**config.mk**
```make
export PLATFORM = sky130hd
export DESIGN_NAME = regfile_write_decode
export DESIGN_NICKNAME = d
export VERILOG_FILES = /design/src/rtl/regfile_write_decode.sv
export SDC_FILE = /design/constraint.sdc
export NUM_CORES = 2
export LEC_CHECK = 0
export BUFFER_PORTS_ARGS = -buffer_cell sky130_fd_sc_hd__buf_4
export CAP_MARGIN = 30
export CORE_ASPECT_RATIO = 1.2
export CORE_MARGIN = 2
export CORE_UTILIZATION = 57
export DETAILED_ROUTE_END_ITERATION = 10
export PLACE_DENSITY = 0.77
export SLEW_MARGIN = 20
export SYNTH_ARGS = -nofsm -noshare
export SYNTH_HDL_FRONTEND = slang
export SYNTH_SLANG_ARGS = --single-unit
```
**constraint.sdc**
```tcl
create_clock -name clk -period 2.21 [get_ports clk]
set_clock_uncertainty 0.2 [all_clocks]
set_input_delay 0.3315 -clock clk [delete_from_list [all_inputs] [get_ports clk]]
set_output_delay 0.3315 -clock clk [all_outputs]
set_load 0.02 [all_outputs]
```
**src/rtl/regfile_write_decode.sv**
```systemverilog
// 32-entry register file with a one-hot write decoder, two combinational read
// ports, a hardwired-zero r0, optional write-to-read bypass and a saturating write counter.
module regfile_write_decode #(
    parameter int unsigned width  = 32,
    parameter bit          BYPASS = 1'b0
) (
    input  logic             clk,
    input  logic             reset,
    input  logic             wr_en,
    input  logic [4:0]       wr_addr,
    input  logic [width-1:0] wr_data,
    input  logic [4:0]       rd_addr_a,
    input  logic [4:0]       rd_addr_b,
    output logic [width-1:0] rd_data_a,
    output logic [width-1:0] rd_data_b,
    output logic [31:0]      wr_onehot,
    output logic [15:0]      wr_count
);

    localparam int unsigned NUM_REGS = 32;
    localparam int unsigned ADDR_W   = 5;
    localparam int unsigned CNT_W    = 16;
    localparam logic [CNT_W-1:0] CNT_MAX = {CNT_W{1'b1}};

    logic [width-1:0] regs_q [1:NUM_REGS-1];
    logic [width-1:0] regs_d [1:NUM_REGS-1];
    logic [CNT_W-1:0] wr_count_q;
    logic [CNT_W-1:0] wr_count_d;
    logic             wr_live;

    // A write is live only outside reset; r0 never gets a strobe.
    always_comb begin
        wr_live   = wr_en && !reset;
        wr_onehot = '0;
        for (int k = 1; k < NUM_REGS; k++) begin
            wr_onehot[k] = wr_live && (wr_addr == ADDR_W'(k));
        end
    end

    always_comb begin
        for (int k = 1; k < NUM_REGS; k++) begin
            regs_d[k] = wr_onehot[k] ? wr_data : regs_q[k];
        end
    end

    // The counter commits r0 writes too; they are architectural no-ops.
    always_comb begin
        wr_count_d = wr_count_q;
        if (wr_en && (wr_count_q != CNT_MAX)) begin
            wr_count_d = wr_count_q + CNT_W'(1);
        end
    end

    always_ff @(posedge clk) begin
        if (reset) begin
            for (int k = 1; k < NUM_REGS; k++) begin
                regs_q[k] <= '0;
            end
            wr_count_q <= '0;
        end else begin
            for (int k = 1; k < NUM_REGS; k++) begin
                regs_q[k] <= regs_d[k];
            end
            wr_count_q <= wr_count_d;
        end
    end

    // wr_onehot[0] is always 0, so an r0 read can never pick up a bypass.
    always_comb begin
        rd_data_a = '0;
        if (rd_addr_a != '0) begin
            rd_data_a = regs_q[rd_addr_a];
        end
        if (BYPASS && wr_onehot[rd_addr_a]) begin
            rd_data_a = wr_data;
        end
    end

    always_comb begin
        rd_data_b = '0;
        if (rd_addr_b != '0) begin
            rd_data_b = regs_q[rd_addr_b];
        end
        if (BYPASS && wr_onehot[rd_addr_b]) begin
            rd_data_b = wr_data;
        end
    end

    assign wr_count = wr_count_q;

endmodule

```
==> impl_metrics.env <==
export IMPL_final_hold_viol_count=0
export IMPL_grt_pass1_vias=38371
export IMPL_insertion_delay_ns=0.67
export IMPL_final_min_clock_period_ns=3.078
export IMPL_status="finished with violations"
export IMPL_yosys_warnings=0
export IMPL_coreArea_sq_um=93880
export IMPL_avgRoutedWirePerCell_um=29.53
export IMPL_boundaryPins=162
export IMPL_synthXorXnorAreaFrac_pct=0.2103
export IMPL_placedCellCount=5601
export IMPL_syn_nets=4186
export IMPL_place_hpwl_mm=118.8
export IMPL_via_count=39175
export IMPL_cts_made_buffers=101
export IMPL_synth_edff_count=992
export IMPL_cts_tree="done"
export IMPL_die_x_um=285.3
export IMPL_final_layout_size_suffix_gt1_share_pct=28.88
export IMPL_rows=123
export IMPL_gr_usage_all_layers_pct=35.02
export IMPL_slowest_stage="mux4_2"
export IMPL_drt_iter0_drc=5333
export IMPL_cap_violations=0
export IMPL_firstDrtPassIters=6
export IMPL_grt_max_degree=86
export IMPL_fin_crit_sh_pct=139.3
export IMPL_yosys_area_share_simple_pct=15.73
export IMPL_num_fill_cells=6041
export IMPL_ys_flop_type="edfxtp_1"
export IMPL_viasPerCell=6.651
export IMPL_antenna_found_initial=1
export IMPL_yosysSeqAreaShare_pct=55.62
export IMPL_cts_num_sinks=1008
export IMPL_overflow=0
export IMPL_crit_type="reg2out"
export IMPL_yosysMostFrequentCell="and2_1"
export IMPL_whs_ns=0.02984
export IMPL_worst_slew_pin_slew_ns=0.8234
export IMPL_critPathCaptureType="output pin"
export IMPL_cp_cell_sequence="mux4_2 > mux2_4 > a221oi_4 > buf_6 > a211oi_4 > buf_6"
export IMPL_place_gp_congestion=0.9528
export IMPL_slowest_delay_ns=0.47
export IMPL_start_util_pct=57.66
export IMPL_yosys_top_cells_area="edfxtp_1 (55%), and2_1 (12%), mux2i_1 (9.1%)"
export IMPL_drt_wl_total_mm=173.9
export IMPL_slew_headroom_pct=45.00
export IMPL_area_growth_pct=23.51
export IMPL_drc=0
export IMPL_synth_top_area_share_pct=55.03
export IMPL_yosys_area_share_adder_pct=0.02311
export IMPL_grt_pass1_wl_mm=251.8
export IMPL_power_leakage_uw=0.02491
export IMPL_synth_distinct_cells=48
export IMPL_fmax_mhz=324.9
export IMPL_startpoint_type="flip-flop"
export IMPL_critPathMostFrequentCell="buf_6"
export IMPL_postRouteAntennaNets=0
export IMPL_synth_top_cells_by_count="and2_1 (997), edfxtp_1 (992), mux2i_1 (494), clkbuf_1 (300), mux4_2 (218)"
export IMPL_clock_path_buffers=3
export IMPL_die_area_sq_um=97460
export IMPL_maxSlewViolCount=0
export IMPL_vdd_drop_max_mv=0.5369
export IMPL_powerDensity_nw_per_um2=705.3
export IMPL_worstPathMaxFanout=2
export IMPL_violations="setup timing"
export IMPL_worst_ep_required_time_ns=1.68
export IMPL_synth_ff_latch_count=1008
export IMPL_htree_num_levels=3
export IMPL_synth_top_family_by_area="multiplexers"
export IMPL_arrival_ns=2.55
export IMPL_netlist_instances=4135
export IMPL_final_nets=4606
export IMPL_synth_cell_area_sq_um=54130
export IMPL_cts_root_buf="clkbuf_16"
export IMPL_synth_mux_area_share_pct=18.73
export IMPL_avgSynthCellArea_sq_um=13.09
export IMPL_ys_async_sr_fraction_pct=0
export IMPL_stdcell_count=5890
export IMPL_place_port_buffers=160
export IMPL_setup_viol=65
export IMPL_clk_pin_slew_ns=0.06
export IMPL_synth_compound_area_share_pct=6.269
export IMPL_fin_ws_ns=-0.8676
export IMPL_hp_class="in2reg"
export IMPL_synth_largest_area_cell="edfxtp_1"
export IMPL_die_y_um=341.6
export IMPL_rsz0062_at_grt="yes"
## report_power, final
group / internal (uW) / leakage, uW / switching [uW]
registers: 22000 / 0.00957 / 607
logic: 3130 / 0.0137 / 3970
clock network: 10000 / 0.00161 / 7420
total: 35200 / 0.0249 / 12000
## cell usage in the layout, fill, tap and decap left out, types with 47 or more instances in the layout
master,netlist,layout
nand3_1,69,64
and2_1,997,995
mux4_2,218,218
mux2i_1,494,490
buf_6,5,63
nor2_1,146,120
nand2_1,64,61
a21oi_1,105,88
a211oi_1,119,91
a22oi_1,80,69
buf_12,0,123
buf_4,24,506
clkbuf_16,0,105
edfxtp_1,992,992
nor2b_1,73,67
o22ai_1,47,47
## layout make-up
cell class | instances | area, sq um | area share [%]
diodes | 3 | 7.507 | 0.01123
clock buffers | 129 | 2694 | 4.029
clock inverters | 56 | 606.8 | 0.9077
inverters | 3 | 11.26 | 0.01684
multi-input cells | 2698 | 24130 | 36.10
flip-flops and latches | 1008 | 30110 | 45.04
well taps | 1250 | 1564 | 2.339
repair buffers | 743 | 7729 | 11.56
## flip-flops by register name, summed over array words and instances, names as in the netlist
| name | flops |
|---|---|
| regs_q | 992 |
| wr_count | 16 |
## cells by family (layout without fill, tap and decap cells)
kind of cell,after synthesis,in the layout
AND/OR/NAND/NOR,1456,1456
adder cells (fa/ha/maj),1,1
other,1,4
flip-flops,1008,1008
multiplexers,737,737
AO/OA/AOI/OAI,490,490
XOR/XNOR,13,13
buffers and inverters,429,931
## metrics by stage
stage | power [uW] | util (%) | worst slack (ns) | area [sq um] | TNS [ns]
after floorplan | 26390 | - | -0.05033 | 55090 | -0.4479
after global placement | 29120 | 65.20 | -0.8267 | 61210 | -62.66
after detailed placement | 29280 | 65.20 | -0.8101 | 61210 | -74.55
after CTS | 46890 | 70.59 | -0.9076 | 66260 | -42.83
after global routing | 48170 | 71.21 | -0.9358 | 66850 | -45.08
final | 47150 | 71.21 | -0.8676 | 66850 | -42.22
## timing repair
item	in CTS	in global routing
endpoints found under the setup margin	81	75
resized for setup	180	39
cloned	7	3
endpoints found under the hold margin	674	0
hold buffers	32	0
pin swaps	43	29
setup buffers	21	44
## routing by layer
| metal | wire length, um | global-route usage [%] |
|---|---|---|
| met4 | 8620 | 14.93 |
| met5 | 0 | 0 |
| met3 | 20010 | 6.500 |
| met2 | 82700 | 56.90 |
| met1 | 62590 | 46.57 |
## worst max-delay path, delay by kind of cell, from the launching register on
family	cells	cell delay, ns
AOI/OAI and AO/OA	2	0.33
muxes	2	0.79
DFF	1	0.39
buffers and inverters	2	0.35
## worst paths after layout
kind,from,end,slack [ns],cells past startpoint
worst min register to register,wr_count[7]$_SDFFE_PP0P_,wr_count[7]$_SDFFE_PP0P_,0.34,2
worst max register to register,wr_count[0]$_SDFFE_PP0P_,wr_count[1]$_SDFFE_PP0P_,0.18,6
worst min-delay path,wr_data[13],regs_q[24][13]$_SDFFCE_PN0P_,0.03,2
worst max-delay path,regs_q[30][21]$_SDFFCE_PN0P_,rd_data_b[21],-0.87,6
Power figures use the tool's default switching activity.
